## config.mk

```make
export PLATFORM = sky130hd
export DESIGN_NAME = reg_bank_dump_ctrl
export DESIGN_NICKNAME = d
export VERILOG_FILES = /design/src/rtl/reg_bank_dump_ctrl.sv
export SDC_FILE = /design/constraint.sdc
export NUM_CORES = 1
export LEC_CHECK = 0
export CORE_AREA = 2 2 419 421
export CTS_CLUSTER_SIZE = 30
export DETAILED_ROUTE_END_ITERATION = 8
export DIE_AREA = 0 0 421 423
export GPL_ROUTABILITY_DRIVEN = 1
export GPL_TIMING_DRIVEN = 1
export PLACE_DENSITY_LB_ADDON = 0.12
export REMOVE_ABC_BUFFERS = 1
export SYNTH_ARGS = -nofsm -noshare
export SYNTH_HDL_FRONTEND = slang
export SYNTH_SLANG_ARGS = --single-unit
```

## constraint.sdc

```tcl
create_clock -name clk -period 2.3 [get_ports clk]
set_input_delay 0.46 -clock clk [delete_from_list [all_inputs] [get_ports clk]]
set_output_delay 0.46 -clock clk [all_outputs]
set_load 0.03 [all_outputs]
```

## src/rtl/reg_bank_dump_ctrl.sv

```systemverilog
// reg_bank_dump_ctrl: streams every register-bank word out, lowest address first, over valid/ready.
// Optional DUMP_SNAPSHOT_EN captures the whole bank at start so the dump is an atomic snapshot.
module reg_bank_dump_ctrl #(
   parameter int DATA_LENGTH = 32,
   parameter int REGS_QTY = 32,
   localparam int ADDR_LENGTH = $clog2(REGS_QTY)
) (
   input  logic                            clk,
   input  logic                            rst,
   input  logic [DATA_LENGTH*REGS_QTY-1:0] q_bank,
   input  logic                            start,
   input  logic                            out_ready,
   output logic                            out_valid,
   output logic [DATA_LENGTH-1:0]          out_data,
   output logic [ADDR_LENGTH-1:0]          out_addr,
   output logic                            busy,
   output logic                            done
);
   typedef enum logic [1:0] {IDLE, SEND, DONE} state_e;
   state_e state_q;
   logic out_valid_q, busy_q, done_q;
   logic [DATA_LENGTH-1:0] out_data_q;
   logic [ADDR_LENGTH-1:0] out_addr_q, addr_d;
   logic [DATA_LENGTH*REGS_QTY-1:0] src;
   logic [DATA_LENGTH-1:0] words [REGS_QTY];
`ifdef DUMP_SNAPSHOT_EN
   logic [DATA_LENGTH*REGS_QTY-1:0] snap_q;
   always_ff @(posedge clk or posedge rst)
      if (rst) snap_q <= '0;
      else if (state_q == IDLE && start) snap_q <= q_bank;
   assign src = snap_q;
`else
   assign src = q_bank;
`endif
   for (genvar i = 0; i < REGS_QTY; i++) begin : g_w
      assign words[i] = src[i*DATA_LENGTH +: DATA_LENGTH];
   end
   assign addr_d = out_addr_q + 1'b1;
   always_ff @(posedge clk or posedge rst)
      if (rst) begin
         state_q     <= IDLE;
         out_valid_q <= 1'b0;
         out_data_q  <= '0;
         out_addr_q  <= '0;
         busy_q      <= 1'b0;
         done_q      <= 1'b0;
      end else begin
         case (state_q)
            IDLE: if (start) begin
               state_q     <= SEND;
               out_data_q  <= q_bank[DATA_LENGTH-1:0];
               out_addr_q  <= '0;
               out_valid_q <= 1'b1;
               busy_q      <= 1'b1;
            end
            SEND: if (out_valid_q && out_ready) begin
               if (out_addr_q == ADDR_LENGTH'(REGS_QTY-1)) begin
                  state_q     <= DONE;
                  out_valid_q <= 1'b0;
                  busy_q      <= 1'b0;
                  done_q      <= 1'b1;
               end else begin
                  out_data_q <= words[addr_d];
                  out_addr_q <= addr_d;
               end
            end
            DONE: begin
               done_q  <= 1'b0;
               state_q <= IDLE;
            end
            default: state_q <= IDLE;
         endcase
      end
   assign out_valid = out_valid_q;
   assign out_data  = out_data_q;
   assign out_addr  = out_addr_q;
   assign busy      = busy_q;
   assign done      = done_q;
endmodule

```

# --- After elaboration in Yosys (flattened, before gate mapping) ---
# Index checks and enable logic that the tools add are counted.
word_totals:
  reg_bits: 41
classes:
  n_reduce_logical: 8
  n_bitwise: 1
  n_eq_ne: 7
  addsub: 1
  muxes: 22
  n_lt_le_gt_ge: 1
op_table:
  columns: ["cell", "n"]
  rows:
  - ["$bmux 32 s5", 1]
  - ["$mux 32", 5]
  - ["$pmux 32 s2", 1]
  - ["$mux 5", 3]
  - ["$pmux 5 s2", 1]
  - ["$ne 2x2->1 const B", 4]
  - ["$reduce_and 4->1", 2]
  - ["$ge 6x6->1 const B", 1]
  - ["$mux 2", 3]
  - ["$not 5->6", 1]
  - ["$reduce_and 3->1", 2]
  - ["$add 5x1->5 const B", 1]
  - ["$eq 5x5->1 const B", 1]
  - ["$mux 1", 5]
  - ["$pmux 1 s2", 2]
  - ["$pmux 2 s2", 1]
  - ["$reduce_bool 2->1", 2]
  - ["$eq 2x1->1 const B", 1]
  - ["$eq 2x2->1 const B", 1]
  - ["$logic_not 2->1", 1]
  - ["$logic_and 1x1->1", 1]

# --- Depth between registers and ports, before layout ---
# Gate-level depths: netlist of run 1.
logic_depth:
  depth_word: 8
  ltp_mapped: 9
  depth_no_buf: 7

# --- Worst setup path before layout of run 1 ---
# Ideal clock, no wire load.
synth_timing:
  path_type: "register to register"
  from: "register out_addr_q[1] (netlist: out_addr[1])"
  to: "register out_data_q[31] (netlist: out_data[31])"
  required_time_ns: 2.205
  period_less_slack_ns: 2.692
  arrival_ns: 2.597
  path_slack_ns: -0.392
  path_stages_with_launch: 10
  path_cell_list: "dfrtp_1 -> ha_1 -> and3_1 -> ha_1 -> clkbuf_1 -> nor2_1 -> clkbuf_1 -> a22oi_1 -> and3_1 -> o31ai_1"
synth_between:
  elab_chain_cells: 8
  word_cells_on_any_way: 11
  classes_between: "1 x add/sub; 2 x eq/ne; 6 x mux; 1 x bitwise; 1 x reduce/logical"
synth_lines:
  columns: ["element", "line", "text"]
  rows:
  - ["from (decl)", "23", "logic [ADDR_LENGTH-1:0] out_addr_q, addr_d;"]
  - ["from (signal assigned)", "64", "out_addr_q <= addr_d;"]
  - ["$add 5x1->5", "38", "assign addr_d = out_addr_q + 1'b1;"]
  - ["$not 5->6 (not written as such)", "63", "out_data_q <= words[addr_d];"]
  - ["$bmux 32 s5", "63", null]
  - ["$mux 32 (not written as such) (2 in a row)", "63", null]
  - ["$mux 32", "57", "if (out_addr_q == ADDR_LENGTH'(REGS_QTY-1)) begin"]
  - ["$mux 32", "56", "SEND: if (out_valid_q && out_ready) begin"]
  - ["$pmux 32 s2", "48", "case (state_q)"]
  - ["to (signal assigned)", "51", "out_data_q <= q_bank[DATA_LENGTH-1:0];"]
  - ["to (signal assigned)", "63", null]
  - ["to (decl)", "22", "logic [DATA_LENGTH-1:0] out_data_q;"]
# Parallel ways exist; a longest one is shown, timed or not. The select of a mux whose other input is x is not followed.
# A chain may end at the register's enable or synchronous reset.

# --- Worst setup path after layout of run 1 ---
layout_timing:
  from: "register out_addr_q[0] (netlist: out_addr[0])"
  to: "register out_data_q[21] (netlist: out_data[21])"
# Same word-level chain as after synthesis.

==> results of run 1 <==
-- cell usage after synthesis (4+ instances only) --
cell      number
o21ai_1       31
and2_1         4
a21oi_1       35
mux4_2       193
a22oi_1       96
nor2_1         4
a32oi_1       31
buf_2         42
clkbuf_1      56
a31oi_1       31
buf_1          8
dfrtp_1       41
buf_4          8
mux2i_1       95
nand2_1      101
a31o_1        28
a221o_1       31
o21ai_0        5
-- sequential cells by signal (all words and copies together), names as in the netlist --
register  cells
out_addr      5
out_data     32
done          1
busy          1
state_q       2
-- power breakdown --
| group | internal [mW] | switching, mW | total, mW |
|---|---|---|---|
| sequential | 1.00 | 0.249 | 1.25 |
| combinational | 10.3 | 9.20 | 19.5 |
| clock | 0.634 | 0.551 | 1.18 |
| total | 11.9 | 10.0 | 21.9 |
-- worst max-delay path: stages, from the launching register on --
cell	delay, ns
dfrtp_4	0.52
ha_4	0.32
buf_6	0.11
buf_12	0.14
buf_16	0.17
mux4_2	0.34
a221o_1	0.39
a31oi_1	0.20
o21ai_1	0.11
-- cell type report --
cell class / count / share of cell area, %
timing repair buffer: 1286 / 51.45
multi-input combinational: 717 / 32.71
tap: 2325 / 11.08
sequential: 41 / 3.926
clock buffer: 5 / 0.4765
clock inverter: 3 / 0.2621
antenna: 6 / 0.05718
inverter: 2 / 0.03812
-- routing by layer --
layer / part of all wire, % / up-vias
met5: 0.18 / -
met4: 0.96 / 38
met3: 5.4 / 108
met2: 53 / 641
met1: 41 / 7525
li1: - / 6181
-- worst min path at each step --
| stage | end | depth (start not counted) |
|---|---|---|
| detailed placement | out_data[4] | 2 |
| finish | out_data[20] | 3 |
| global placement | out_data[24] | 2 |
| floorplan | state_q[0] | 1 |
| global route | out_data[20] | 3 |
| CTS | out_data[20] | 3 |
-- cell families after synthesis --
family	Yosys count	synth area share (%)
multiplexers	288	54.85
flip-flops	41	10.62
AO/OA/AOI/OAI	299	22.70
XOR/XNOR	4	0.4406
buffers and inverters	119	5.713
AND/OR/NAND/NOR	123	5.286
adder cells (fa/ha/maj)	3	0.3887
-- metrics by stage --
stage	power (mW)	util (%)	TNS [ns]	setup WS, ns	std cells
after floorplan	6.449	-	-570.03	-14.93	760
after global placement	18.65	14.29	-5.945	-0.5050	4322
after detailed placement	18.62	14.29	-5.812	-0.4218	4322
after CTS	21.69	14.83	-2.945	-0.1471	4357
after global routing	23.15	15.15	-3.841	-0.1678	4380
final	21.90	15.16	-1.370	-0.1302	4385
-- what timing repair did --
action | CTS | global route
pin swaps | 17 | 25
setup buffers | 18 | 19
gates cloned | 9 | 7
gates resized for setup | 46 | 56
endpoints found under the setup margin | 33 | 33
==> results.py, run 1 <==
metrics = {
    "run_status": {
        "status": "finished with violations",
        "violations": "negative setup slack",
    },
    "die": {
        "core_area_mm2": 0.1732,
        "io_pins": 1068,
        "die_h_um": 423,
        "fp.dieW_um": 421,
        "rows": 153,
        "start_util_pct": 5.575,
        "fp.dieArea_mm2": 0.1781,
    },
    "detailed_routing": {
        "post-route-drc-count": 0,
        "drt_iter0_markers": 877,
        "routed_wl_mm": 130.2,
        "drt_pass1_iterations": 5,
        "routed-via-count": 14490,
        "ant_nets": 0,
        "avgRoutedWirePerCell_um": 29.70,
        "viasPerCell": 3.305,
    },
    "placed_design": {
        "io_buffers": 1067,
        "dp_hpwl_mm": 110.5,
        "place_congestion": 0.8420,
        "placed_cell_area_mm2": 0.02475,
    },
    "logic_synthesis": {
        "synth-async-reset-ratio_pct": 100.0,
        "syn_area_mm2": 0.009658,
        "seq_area_frac_synth_pct": 10.62,
        "synth.distinct_cells": 42,
        "synthTopCellsByArea": "mux4_2 (45%), dfrtp_1 (11%), mux2i_1 (9.8%)",
        "yosys_warnings": 0,
        "ys_seq_elements": 41,
        "synth_top_area_cell": "mux4_2",
        "postSynthAreaPerCell_um2": 11.01,
        "synth_edf_count": 0,
        "synth_cells": 877,
        "yosys_most_used_dff": "dfrtp_1",
        "netlist.area_leader.share_pct": 45.01,
    },
    "critical_path": {
        "cp-end-kind": "flip-flop",
        "rrSetupSlack_ns": -0.13,
        "crit_start": "out_addr[0]",
        "worstPathArrival_ns": 2.67,
        "worstPathRequired_ns": 2.54,
        "critPathLaunchType": "flip-flop",
        "cp_max_fo": 19,
        "crit_end": "out_data[21]",
        "r2r_cells": 8,
        "reg2reg_to": "out_data[21]",
        "r2r_start": "out_addr[0]",
        "crit_type": "flip-flop to flip-flop",
    },
    "clocking": {
        "ctsHoldBuffers": 0,
        "clock-sinks": 41,
        "clk_pin_slew_ns": 0.12,
        "h-tree-depth": 2,
        "cts_buffer_depth": 2,
        "clock_latency_ns": 0.38,
        "cts_tree": "built",
        "numCtsBuffers": 5,
        "cts_root_buffer": "clkbuf_16",
    },
    "timing": {
        "fin_crit_sh_pct": 105.7,
        "timing.fmax_mhz": 411.5,
        "max_slew_margin_pct": 63.92,
        "skew_ns": 0.02273,
        "final.min_clock_period_ns": 2.430,
        "maxSlewViolCount": 0,
        "hold_viol_final": 0,
        "finalSetupViolCount": 32,
        "worstMarginPinSlew_ns": 0.5394,
        "postLayoutSetupSlackWorst_ns": -0.1302,
        "grt_setup_unrepaired": "true",
        "fin_hold_ws_ns": 0.5100,
    },
    "power_and_ir_drop": {
        "ir_drop_mv": 0.4704,
        "leakagePower_nw": 8.566,
        "powerDensity_mw_per_mm2": 833.9,
    },
    "global_route": {
        "antenna_found_initial": 44,
        "grtUsageMet2_pct": 25.66,
        "grt_pass1_wl_mm": 163.6,
        "grt_pass1_vias": 15710,
        "grt_use_met3_pct": 3.157,
        "grt_overflow": 0,
        "grtUsageTotal_pct": 13.77,
        "met1_usage_pct": 16.38,
        "grt_start_max_net_pins": 42,
        "grt_busiest_layer": "met2",
    },
    "final_layout": {
        "fin_nets": 3084,
        "n_fill_cell": 19360,
        "final_common_cell": "clkdlybuf4s50_1",
        "layout_common_cells": "clkdlybuf4s50_1 (1063), mux4_2 (193), buf_4 (129)",
        "multiInputGateArea_mm2": 0.008589,
        "area_delta_synth_final_pct": 171.9,
        "final_area_mm2": 0.02626,
        "seqCellArea_mm2": 0.001031,
        "drive_above_1_share_pct": 24.63,
    },
    "min_path": {
        "worst_hold_path_type": "input port to async pin",
    },
    "flow_run": {
        "cap_viol_max_count": 0,
    },
}
Power figures use the tool's default switching activity.
==> inputs of run 2 (changes only) <==
- CORE_AREA: 2 2 419 421 -> 2 2 411 413
- DIE_AREA: 0 0 421 423 -> 0 0 413 415
- DONT_BUFFER_PORTS: not set -> 1
==> results.py, run 2 (synthesized netlist as in run 1, its figures left out) <==
metrics = {
    "run_status": {
        "status": "finished with violations",
        "violations": "negative setup slack",
    },
    "detailed_routing": {
        "viasPerCell": 3.344,
        "ant_nets": 0,
        "routed_wl_mm": 113.9,
        "routed-via-count": 10870,
        "drt_pass1_iterations": 5,
        "drt_iter0_markers": 913,
        "avgRoutedWirePerCell_um": 35.07,
        "post-route-drc-count": 0,
    },
    "critical_path": {
        "worstPathArrival_ns": 2.75,
        "crit_family": "compound AO/OA/AOI/OAI gates",
        "critical_path.cell_chain": "ha_4 > buf_8 > xor2_4 > buf_12 > buf_6 > and2_4 > buf_12 > buf_8 > a22oi_2 > a31o_1 > o21ai_1",
        "crit_start": "out_addr[0]",
        "cp_max_fo": 6,
        "worstPathRequired_ns": 2.56,
        "critPathLaunchType": "flip-flop",
        "r2r_start": "out_addr[0]",
        "max_stage_delay_ns": 0.53,
        "crit_type": "flip-flop to flip-flop",
        "slowest_stage": "dfrtp_4",
        "critPathBufInv": 5,
        "cp-end-kind": "flip-flop",
    },
    "timing": {
        "max_slew_margin_pct": 51.12,
        "final.min_clock_period_ns": 2.494,
        "skew_ns": 0.01687,
        "maxSlewViolCount": 0,
        "grt_setup_unrepaired": "true",
        "hold_viol_final": 0,
        "fin_hold_ws_ns": 0.2111,
        "fin_tns_setup_ns": -3.079,
        "worstMarginPinSlew_ns": 0.7276,
        "finalSetupViolCount": 32,
        "timing.fmax_mhz": 401.0,
        "fin_crit_sh_pct": 108.4,
        "postLayoutSetupSlackWorst_ns": -0.1936,
    },
    "clocking": {
        "clock-sinks": 41,
        "clock_latency_ns": 0.38,
        "cts_root_buffer": "clkbuf_16",
        "h-tree-depth": 2,
        "cts_buffer_depth": 2,
        "clk_pin_slew_ns": 0.12,
        "numCtsBuffers": 5,
        "cts_tree": "built",
    },
    "placed_design": {
        "placed_cells": 3118,
        "placed_cell_area_mm2": 0.01368,
        "place_congestion": 0.8541,
        "dp_hpwl_mm": 91.83,
        "io_buffers": 0,
    },
    "die": {
        "rows": 150,
        "fp.dieW_um": 413,
        "start_util_pct": 5.795,
        "fp.dieArea_mm2": 0.1714,
        "core_area_mm2": 0.1667,
        "die_h_um": 415,
        "io_pins": 1068,
    },
    "global_route": {
        "grt_overflow": 0,
        "grt_busiest_layer": "met2",
        "met1_usage_pct": 15.21,
        "grt_pass1_vias": 11770,
        "antenna_found_initial": 91,
        "grt_start_max_net_pins": 42,
        "grtUsageTotal_pct": 12.63,
        "grt_pass1_wl_mm": 139.5,
        "grt_use_met3_pct": 4.013,
        "grtUsageMet2_pct": 22.00,
    },
    "power_and_ir_drop": {
        "leakagePower_nw": 4.599,
        "ir_drop_mv": 0.4425,
        "powerDensity_mw_per_mm2": 1207,
        "total_power_mw": 19.40,
    },
    "final_layout": {
        "final_area_mm2": 0.01607,
        "area_delta_synth_final_pct": 66.38,
        "final_common_cell": "mux4_2",
        "largest_reg_flops": 32,
        "drive_above_1_share_pct": 53.59,
        "layout_common_cells": "mux4_2 (193), buf_4 (104), nand2_1 (97)",
        "final_cells": 3249,
        "fin_nets": 2032,
    },
    "flow_run": {
        "cap_viol_max_count": 0,
    },
    "min_path": {
        "min-delay-start": "q_bank[8]",
        "worst_hold_path_type": "input port to flip-flop",
    },
}
run 2: path summary, 6_finish.rpt:
| check | end | slack [ns] | cells after the start |
|---|---|---|---|
| max | out_data[0] | -0.19 | 11 |
| min | out_data[8] | 0.21 | 2 |
| max reg2reg | out_data[0] | -0.19 | 11 |
| min reg2reg | state_q[0] | 0.56 | 1 |
| max in group asynchronous | state_q[0] | 1.16 | 3 |
| min in group asynchronous | out_addr[0] | 0.55 | 2 |
run 2: where the power goes:
| group | switching [mW] | internal, mW |
|---|---|---|
| logic | 7.96 | 8.33 |
| clock network | 0.636 | 0.554 |
| registers | 0.928 | 0.992 |
| total | 9.53 | 9.88 |
run 2: per-layer routing:
layer  routed length [um]  vias to the layer above
li1                     -                     4131
met1                44970                     5717
met2                56310                      827
met3                10300                      150
met4                 2100                       40
met5                  258                        -
run 2: area by class of cell:
cell class	count	area, um^2
clock buffer	6	138.9
inverter	2	10.01
tap	2204	2758
sequential	41	1030
antenna	43	107.6
fill	19230	150600
timing repair buffer	234	3239
clock inverter	2	37.54
multi-input combinational	717	8748
run 2: per-stage QoR:
step,utilization (%),setup slack (ns)
floorplan,-,-14.93
global placement,8.209,-0.6263
detailed placement,8.209,-0.6459
CTS,9.275,-0.2837
global route,9.601,-0.2462
finish,9.642,-0.1936
run 2: what timing repair did:
item / in CTS / in global routing
hold buffers: 1 / 0
gates cloned: 17 / 1
buffers inserted: 45 / 24
endpoints found under the hold margin: 11 / 0
resized for setup: 139 / 78
pin swaps: 47 / 61
setup endpoints to repair: 37 / 35
==> inputs of run 3 (changes only) <==
- CAP_MARGIN: not set -> 15
==> results of run 3 <==
Same layout as run 2: the final DEF is identical, and so are final timing and power.
